<file path="src/rtl/chip_select_decoder.sv">
// Registered chip-select decoder: a single-cycle request on the top SEL_W address bits
// drives one one-hot enable for WAIT+1 cycles followed by ack, or a one-cycle err for unpopulated regions.
module chip_select_decoder #(
    parameter int SEL_W  = 2,
    parameter int ADDR_W = 32,
    parameter int WAIT   = 2,
    parameter logic [(1<<SEL_W)-1:0] MAP_MASK = '1
) (
    input  logic                    clk,
    input  logic                    rst,
    input  logic                    req,
    input  logic [ADDR_W-1:0]       addr,
    output logic [(1<<SEL_W)-1:0]   ce,
    output logic                    ack,
    output logic                    err,
    output logic                    busy
);

    localparam int NUM_CH = 1 << SEL_W;
    localparam int CNT_W  = (WAIT < 1) ? 1 : $clog2(WAIT + 1);
    localparam logic [CNT_W-1:0] WAIT_C = CNT_W'(WAIT);
    localparam logic [CNT_W-1:0] ONE_C  = CNT_W'(1);

    typedef enum logic [1:0] {IDLE, ACTIVE, ERR} state_t;

    state_t              state_q, state_d;
    logic [CNT_W-1:0]    cnt_q, cnt_d;
    logic [NUM_CH-1:0]   ce_q, ce_d;
    logic                ack_q, ack_d;
    logic                err_q, err_d;
    logic                busy_q, busy_d;
    logic [SEL_W-1:0]    region;

    assign region = addr[ADDR_W-1 -: SEL_W];

    generate
        if (ADDR_W > SEL_W) begin : g_low_addr
            logic unused_low_addr;
            assign unused_low_addr = ^addr[ADDR_W-SEL_W-1:0];
        end
    endgenerate

    // ack is registered, so it is raised on the edge that enters the last ce cycle.
    always_comb begin
        state_d = state_q;
        cnt_d   = cnt_q;
        ce_d    = ce_q;
        ack_d   = 1'b0;
        err_d   = 1'b0;
        case (state_q)
            IDLE: begin
                ce_d = '0;
                if (req) begin
                    if (MAP_MASK[region]) begin
                        state_d = ACTIVE;
                        cnt_d   = WAIT_C;
                        ce_d    = NUM_CH'(1) << region;
                        ack_d   = (WAIT_C == '0);
                    end else begin
                        state_d = ERR;
                        err_d   = 1'b1;
                    end
                end
            end
            ACTIVE: begin
                if (cnt_q == '0) begin
                    state_d = IDLE;
                    ce_d    = '0;
                end else begin
                    cnt_d = cnt_q - ONE_C;
                    ack_d = (cnt_q == ONE_C);
                end
            end
            ERR: begin
                state_d = IDLE;
            end
            default: begin
                state_d = IDLE;
                ce_d    = '0;
            end
        endcase
        busy_d = (state_d != IDLE);
    end

    always_ff @(posedge clk or posedge rst) begin
        if (rst) begin
            state_q <= IDLE;
            cnt_q   <= '0;
            ce_q    <= '0;
            ack_q   <= 1'b0;
            err_q   <= 1'b0;
            busy_q  <= 1'b0;
        end else begin
            state_q <= state_d;
            cnt_q   <= cnt_d;
            ce_q    <= ce_d;
            ack_q   <= ack_d;
            err_q   <= err_d;
            busy_q  <= busy_d;
        end
    end

    assign ce   = ce_q;
    assign ack  = ack_q;
    assign err  = err_q;
    assign busy = busy_q;

endmodule

</file>
<file path="config.mk">
export PLATFORM = sky130hd
export DESIGN_NAME = chip_select_decoder
export DESIGN_NICKNAME = d
export VERILOG_FILES = /design/src/rtl/chip_select_decoder.sv
export SDC_FILE = /design/constraint.sdc
export NUM_CORES = 1
export LEC_CHECK = 0
export BUFFER_PORTS_ARGS = -buffer_cell sky130_fd_sc_hd__buf_2
export CAP_MARGIN = 20
export CORE_MARGIN = 3
export CORE_UTILIZATION = 37
export DETAILED_ROUTE_END_ITERATION = 7
export MAX_ROUTING_LAYER = met4
export PLACE_DENSITY_LB_ADDON = 0.1
export SYNTH_ARGS = -nofsm -noshare
export SYNTH_HDL_FRONTEND = slang
export SYNTH_SLANG_ARGS = --single-unit
</file>
<file path="constraint.sdc">
create_clock -name clk -period 1.64 [get_ports clk]
set_clock_uncertainty 0.15 [all_clocks]
set_input_delay 0.328 -clock clk [delete_from_list [all_inputs] [get_ports clk]]
set_output_delay 0.328 -clock clk [all_outputs]
set_load 0.02 [all_outputs]
</file>
==> results.yml, run 1 <==
worst_hold_path:
  hp-class: "input port to register"
  min_path_cells: 2
  worstHoldStart: "addr[30]"
  min_to: "ce[0]$_DFFE_PP0P_"
grt:
  gr-total-overflow: 0
  antenna_found_initial: 0
  first_global_vias: 427
  grt_pass1_wl_mm: 1.80
  track_usage_pct: 13.1
  grt_start_max_net_pins: 13
clock_network:
  cts_sinks: 10
  clkLatencyLatePin_ns: 0.26
  cts_made_buffers: 3
  htree_levels: 1
  cts_tree: "built"
  clockBufferDepth: 2
  clk_pin_slew_ns: 0.06
  root_buffer: "clkbuf_4"
critical_path:
  cp.required_ns: 1.67
  startpoint: "cnt_q[1]$_DFFE_PP0P_"
  cp_slowest_cell: "or4bb_1"
  crit_arrival_ns: 1.52
  worstSetupStartpointType: "register"
  crit_fanout: 10
  slowest_delay_ns: 0.51
  critPathTopFamily: "simple AND/OR/NAND/NOR gates"
  timing.rr.end: "ce[1]$_DFFE_PP0P_"
  worstPathCellList: "inv_1 -> ha_2 -> or4bb_1 -> o211ai_2"
  r2r_slack_ns: 0.15
  r2r_cells: 4
  cp_num_buf_inv: 1
  cp-end-kind: "register"
  r2r_start: "cnt_q[1]$_DFFE_PP0P_"
  path_class: "register to register"
synthesis:
  yosys-top-cells-count: "10 x dfrtp_1, 4 x inv_1, 4 x nand3b_1"
  yosys.area.top_type: "dfrtp_1"
  ys_seq_area_share_pct: 46.2
  synthFlopType: "dfrtp_1"
  ys_ff_latch: 10
  synth_top_area_share_pct: 46.2
  synth.distinct_cells: 23
  synth_area_leaders: "dfrtp_1 46%, nand4bb_1 6.2%, nand3b_1 5.5%"
  async_reset_ff_share_pct: 100
  synth_edf_count: 0
  yosys_warnings: 0
  avgSynthCellArea_um2: 12.0
  postSynthCellCount: 45
  yosysMostFrequentCell: "dfrtp_1"
  netlist_area_um2: 542
run_status:
  status: "finished clean"
sta:
  hold_viol_final: 0
  finalMaxSlewViolations: 0
  min_period_ns: 1.49
  hold_ws_ns: 0.158
  fin_setup_tns_ns: 0
  min_period_over_period_pct: 90.8
  setup_viol: 0
  fmax_mhz: 671
  rsz0062_at_grt: "no"
detailed_routing:
  drc: 0
  routed_wl_mm: 1.05
  ant_nets: 0
  viasPerCell: 5.37
  wl_per_cell_um: 14.1
  vias: 403
  drt_iter0_drc: 3
  first_pass_iters: 4
layout:
  nNetsFinal: 99
  syn_to_final_growth_pct: 19.6
  multi_input_area_um2: 259
  antennaDiodeCount: 0
  fin_cells: 75
  fillers: 128
  final_layout_size_suffix_gt1_share_pct: 35.0
  regArea_um2: 250
place:
  hpwl_um: 789
  dpl.cell_count: 71
  place_congestion: 0.721
  io_buffers: 10
power:
  p_leak_nw: 0.332
  vdd_drop_max_v: 0.000594
  powerDensity_nw_per_um2: 1040
die:
  io_pins: 42
  die-area_um2: 1960
  die_h_um: 44.3
  die_width_um: 44.3
  rows: 13
  core_um2: 1330
  start_util_pct: 40.6
flow_run:
  maxCapViolations: 0
-- how the worst max path moves through the flow --
stage	cells past startpoint	end	slack, ns
after floorplan	4	ce[1]$_DFFE_PP0P_	0.14
after global placement	4	ce[1]$_DFFE_PP0P_	0.14
final	4	ce[1]$_DFFE_PP0P_	0.15
after detailed placement	4	ce[1]$_DFFE_PP0P_	0.08
after CTS	4	ce[1]$_DFFE_PP0P_	0.06
after global routing	4	cnt_q[1]$_DFFE_PP0P_	0.06
-- report_power, final --
group	total, mW	switching, mW	leakage (nW)	internal, mW
Sequential	0.312	0.0297	0.128	0.282
Clock	0.157	0.0725	0.0138	0.0841
Combinational	0.206	0.107	0.190	0.0986
Total	0.674	0.209	0.332	0.465
-- state kept, by name (all words and copies together), names as in the netlist --
name and cells:
ce 4, cnt_q 2, state_q 2, ack 1, busy 1
-- area by class of cell --
cell class / count / share of cell area, %
sequential: 10 / 38.6
inverter: 4 / 2.32
clock buffer: 3 / 3.47
multi-input combinational: 29 / 40.0
timing repair buffer: 14 / 12.7
tap: 15 / 2.90
-- through the flow --
stage | util (%) | worst slack, ns | total power, mW | area [µm²]
6_report | 48.6 | 0.151 | 0.674 | 648
2_1_floorplan | - | 0.138 | 0.447 | 546
3_3_place_gp | 46.0 | 0.144 | 0.497 | 613
5_1_grt | 48.6 | 0.0591 | 0.731 | 648
4_1_cts | 48.4 | 0.0627 | 0.680 | 646
3_5_place_dp | 46.0 | 0.0831 | 0.518 | 613
-- cell usage in the layout (no fill, tap or decap) --
cell and count:
nand3b_1 4, or4bb_1 2, nand2_1 1, dfrtp_1 10, nor4b_2 1, nand4bb_1 3
and3b_1 1, o21bai_1 1, buf_4 3, ha_1 1, conb_1 2, inv_1 4
and4bb_1 1, or4b_4 1, o211ai_2 2, clkbuf_4 3, and3_1 1, buf_2 10
a21oi_1 2, ha_2 1, dlygate4sd3_1 1, a211oi_1 1, o211ai_1 2, nor2_1 1
a211o_1 1
-- per-layer routing --
metal	up-vias	wire [µm]	global-route usage [%]	part of all wire, %
met4	0	0	4.22	0
li1	197	-	-	-
met5	-	0	-	0
met2	12	517	19.5	49
met1	194	466	15.1	44
met3	0	70	6.91	6.6
-- repair_timing --
action | in CTS | in global routing
buffers inserted | 0 | 0
hold buffers | 1 | 0
endpoints found under the setup margin | 0 | 3
endpoints found under the hold margin | 10 | 0
gates resized for setup | 0 | 1
-- kinds of logic after synthesis --
group	after synthesis	share of synthesized area (%)
AOI/OAI and AO/OA	9	13.6
adders and majority gates	2	4.62
buffers and inverters	7	7.16
DFF	10	46.2
other	1	0.692
and+or+nand+nor	16	27.7
Power figures use the tool's default switching activity.
==> run 2, diff against run 1 <==
--- a/config.mk
+++ b/config.mk
@@ -5,10 +5,11 @@
 export SDC_FILE = /design/constraint.sdc
 export NUM_CORES = 1
 export LEC_CHECK = 0
+export ABC_AREA = 1
 export BUFFER_PORTS_ARGS = -buffer_cell sky130_fd_sc_hd__buf_2
 export CAP_MARGIN = 20
 export CORE_MARGIN = 3
-export CORE_UTILIZATION = 37
+export CORE_UTILIZATION = 35
 export DETAILED_ROUTE_END_ITERATION = 7
 export MAX_ROUTING_LAYER = met4
 export PLACE_DENSITY_LB_ADDON = 0.1
==> results.yml, run 2 <==
synthesis:
  netlist_area_um2: 478
  synthFlopType: "dfrtp_1"
  yosys_warnings: 0
  yosys-top-cells-count: "14 x nand2_1, 10 x dfrtp_1, 9 x inv_1"
  synth_area_leaders: "dfrtp_1 52%, nand2_1 11%, inv_1 7.1%"
  async_reset_ff_share_pct: 100
  postSynthCellCount: 52
  ys_ff_latch: 10
  yosysMostFrequentCell: "nand2_1"
  synth_edf_count: 0
  synth.distinct_cells: 13
  synth_top_area_share_pct: 52.4
  ys_seq_area_share_pct: 52.4
  yosys.area.top_type: "dfrtp_1"
  avgSynthCellArea_um2: 9.19
clock_network:
  cts_setup_buffers: 0
  root_buffer: "clkbuf_4"
  htree_levels: 1
  cts_resized: 0
  clk_pin_slew_ns: 0.07
  cts_sinks: 10
  clockBufferDepth: 2
  cts_tree: "built"
  clkLatencyLatePin_ns: 0.26
  cts_made_buffers: 3
grt:
  antenna_found_initial: 0
  track_usage_pct: 10.5
  grt_pass1_wl_mm: 1.35
  first_global_vias: 330
  gr-total-overflow: 0
  grt_start_max_net_pins: 11
die:
  core_um2: 1190
  start_util_pct: 40.3
  die-area_um2: 1850
  io_pins: 42
  die_h_um: 43.0
  rows: 12
  die_width_um: 43.0
layout:
  syn_to_final_growth_pct: 23.0
  antennaDiodeCount: 0
  nNetsFinal: 105
  final_cell_mix: "14 x nand2_1, 10 x dfrtp_1, 10 x buf_2"
  layout_commonest_cell: "nand2_1"
  largest_reg_flops: 4
  final_layout_size_suffix_gt1_share_pct: 28.4
  final_util_pct: 49.6
power:
  p_leak_nw: 0.353
  vdd_drop_max_v: 0.000758
  powerDensity_nw_per_um2: 1170
sta:
  fmax_mhz: 783
  rsz0062_at_grt: "no"
  min_period_ns: 1.28
  min_period_over_period_pct: 77.8
  setup_viol: 0
  hold_viol_final: 0
  fin_setup_tns_ns: 0
  finalMaxSlewViolations: 0
critical_path:
  r2r_cells: 7
  cp.required_ns: 1.69
  cp-end-kind: "register"
  path_class: "register to register"
  worstSetupStartpointType: "register"
  crit_arrival_ns: 1.33
  r2r_start: "cnt_q[0]$_DFFE_PP0P_"
  r2r_slack_ns: 0.36
  startpoint: "cnt_q[0]$_DFFE_PP0P_"
  timing.rr.end: "ce[0]$_DFFE_PP0P_"
  crit_fanout: 5
worst_hold_path:
  min_path_cells: 3
  hp-class: "input port to register"
  min_to: "ce[3]$_DFFE_PP0P_"
  worstHoldStart: "addr[30]"
place:
  hpwl_um: 582
  io_buffers: 10
  place_congestion: 0.750
detailed_routing:
  wl_per_cell_um: 9.16
  ant_nets: 0
  viasPerCell: 4.44
  drt_iter0_drc: 7
  drc: 0
  routed_wl_um: 742
  vias: 360
  first_pass_iters: 4
run_status:
  status: "finished clean"
flow_run:
  maxCapViolations: 0
==> run 2: per-stage QoR <==
| stage | cells | worst slack, ns | hold WS, ns | instance area [µm²] | power (mW) |
|---|---|---|---|---|---|
| global placement | 76 | 0.347 | 0.176 | 542 | 0.481 |
| CTS | 81 | 0.344 | 0.186 | 588 | 0.705 |
| floorplan | 53 | 0.460 | 0.0182 | 482 | 0.439 |
| detailed placement | 76 | 0.357 | 0.178 | 542 | 0.481 |
| finish | 81 | 0.364 | 0.193 | 588 | 0.689 |
| global route | 81 | 0.241 | 0.197 | 588 | 0.754 |
==> run 2: how the worst max path moves through the flow <==
stage	endpoint	slack [ns]
2_1_floorplan	ce[0]$_DFFE_PP0P_	0.46
3_3_place_gp	ce[3]$_DFFE_PP0P_	0.35
3_5_place_dp	ce[3]$_DFFE_PP0P_	0.36
4_1_cts	ce[3]$_DFFE_PP0P_	0.34
5_1_grt	ce[3]$_DFFE_PP0P_	0.24
6_report	ce[0]$_DFFE_PP0P_	0.36
==> run 2: final cells by class <==
cell class              count  area [µm²]
inverters                   9        33.8
flip-flops and latches     10         250
multi-input cells          33         190
fillers                   114         598
repair buffers             11        60.1
well taps                  14        17.5
clock buffers               4        36.3
==> run 2: cells by family after synthesis <==
family	share of synthesized area, %
AO/OA/AOI/OAI	1.05
adder cells (fa/ha/maj)	5.23
buffers and inverters	8.64
flip-flops	52.4
other	0.785
AND/OR/NAND/NOR	31.9
==> run 2: report_power, final <==
part | switching (mW) | leakage [nW] | internal (mW)
clock network | 0.0815 | 0.0210 | 0.135
registers | 0.0332 | 0.130 | 0.284
logic | 0.0982 | 0.202 | 0.0582
total | 0.213 | 0.353 | 0.477
==> run 2: layer usage <==
metal	vias to the layer above	track usage (%)	part of all wire [%]
met5	-	-	0
met4	0	1.81	0
met3	0	7.63	8.6
met2	15	13.8	40
met1	151	13.2	51
li1	194	-	-
==> run 2: repair_timing <==
item,4_1_cts,5_1_grt
hold buffers,1,0
endpoints found under the hold margin,10,0
endpoints found under the setup margin,0,0
==> run 2: worst max-delay path, cell delays in order, from the launching register on <==
cell	delay (ns)
dfrtp_1	0.38
inv_1	0.07
ha_1	0.21
inv_1	0.10
nand3_4	0.10
nand2_2	0.10
nand2_1	0.05
nand2_1	0.05
==> run 3, diff against run 2 <==
==> constraint.sdc (replaced) <==
create_clock -name clk -period 1.2 [get_ports clk]
set_clock_uncertainty 0.15 [all_clocks]
set_input_delay 0.24 -clock clk [delete_from_list [all_inputs] [get_ports clk]]
set_output_delay 0.24 -clock clk [all_outputs]
set_load 0.02 [all_outputs]
==> results.yml, run 3 (synthesis gave the netlist of run 2 again) <==
worst_hold_path:
  hp-class: "input port to register"
layout:
  antennaDiodeCount: 0
  fin_area_um2: 728
  layout_commonest_cell: "nand2_1"
  syn_to_final_growth_pct: 52.4
  fillers: 101
  final_cell_mix: "10 x nand2_1, 9 x dfrtp_1, 9 x buf_4"
  nNetsFinal: 114
  largest_reg_flops: 4
  final_util_pct: 61.4
  final_layout_size_suffix_gt1_share_pct: 51.3
place:
  hpwl_um: 652
  place_congestion: 0.693
  io_buffers: 10
  placed_cell_area_um2: 572
critical_path:
  crit_fanout: 4
  crit_arrival_ns: 1.20
  cp-end-kind: "register"
  path_class: "register to register"
  cp.required_ns: 1.21
  worstSetupStartpointType: "register"
grt:
  gr-total-overflow: 0
  first_global_vias: 365
  track_usage_pct: 12.0
  grt_pass1_wl_mm: 1.58
  grt_start_max_net_pins: 11
  antenna_found_initial: 0
sta:
  finalMaxSlewViolations: 0
  fmax_mhz: 836
  min_period_ns: 1.20
  rsz0062_at_grt: "yes"
  hold_viol_final: 0
  min_period_over_period_pct: 99.7
  setup_viol: 0
die:
  start_util_pct: 40.3
  die_h_um: 43.0
  io_pins: 42
  rows: 12
  core_um2: 1190
  die-area_um2: 1850
  die_width_um: 43.0
detailed_routing:
  vias: 397
  drt_iter0_drc: 11
  ant_nets: 0
  routed_wl_um: 930
  first_pass_iters: 4
  viasPerCell: 4.41
  wl_per_cell_um: 10.3
  drc: 0
run_status:
  status: "finished clean"
power:
  powerDensity_nw_per_um2: 1580
  p_leak_nw: 0.400
  vdd_drop_max_v: 0.000790
clock_network:
  cts_tree: "built"
  cts_sinks: 10
  cts_made_buffers: 3
  root_buffer: "clkbuf_4"
  clk_pin_slew_ns: 0.07
  clockBufferDepth: 2
  clkLatencyLatePin_ns: 0.26
  htree_levels: 1
flow_run:
  maxCapViolations: 0
==> run 3: worst paths after layout <==
| check | endpoint | slack (ns) | depth (start not counted) | from |
|---|---|---|---|---|
| min in group asynchronous | ce[1]$_DFFE_PP0P_ | 0.34 | 3 | rst |
| hold reg to reg | cnt_q[1]$_DFFE_PP0P_ | 0.40 | 2 | cnt_q[1]$_DFFE_PP0P_ |
| max in group asynchronous | state_q[0]$_DFF_PP0_ | 0.27 | 3 | rst |
| hold / removal | ce[1]$_DFFE_PP0P_ | 0.1 | 3 | addr[30] |
| setup reg to reg | ce[2]$_DFFE_PP0P_ | 0.004 | 7 | cnt_q[0]$_DFFE_PP0P_ |
| setup / recovery | ce[2]$_DFFE_PP0P_ | 0.004 | 7 | cnt_q[0]$_DFFE_PP0P_ |
==> run 3: layout make-up <==
cell class	instances	area [µm²]	area share, %
multi-input cells	33	234	32.1
inverters	9	36.3	4.98
repair buffers	20	153	21.0
flip-flops and latches	10	251	34.5
clock buffers	4	36.3	4.98
well taps	14	17.5	2.41
==> run 3: what timing repair did <==
item / in CTS / in global routing
resized for setup: 10 / 13
pin swaps: 1 / 6
setup buffers: 1 / 4
hold endpoints to repair: 10 / 0
endpoints found under the setup margin: 10 / 13
hold buffers: 1 / 0
==> run 3: layer usage <==
layer  up-vias  wire (µm)  GRT usage (%)
met3         2         67           6.36
li1        210          -              -
met4         0          4           3.61
met2        15        388           16.5
met1       170        470           15.3
met5         -          0              -
==> run 3: critical path: stages, from the launching register on <==
cell and delay [ns]:
dfrtp_1 0.40, inv_2 0.09, ha_4 0.15, inv_4 0.04, nand3_4 0.09, nand2_4 0.08, nand2_2 0.06, nand2_2 0.04
==> run 3: per-stage QoR <==
stage	setup TNS, ns	worst slack, ns	std cells	hold slack [ns]	total power [mW]
after CTS	0	0.000859	86	0.0920	1.09
after floorplan	0	0.0204	53	-0.0698	0.600
final	0	0.00375	90	0.0992	1.15
after global placement	-0.220	-0.0461	80	0.0824	0.722
after detailed placement	-0.152	-0.0356	80	0.0896	0.725
after global routing	-0.280	-0.0486	90	0.113	1.23
==> run 3: power breakdown <==
| part | switching [mW] | internal [mW] | leakage [nW] |
|---|---|---|---|
| logic | 0.206 | 0.204 | 0.251 |
| clock network | 0.118 | 0.184 | 0.0210 |
| registers | 0.0519 | 0.389 | 0.128 |
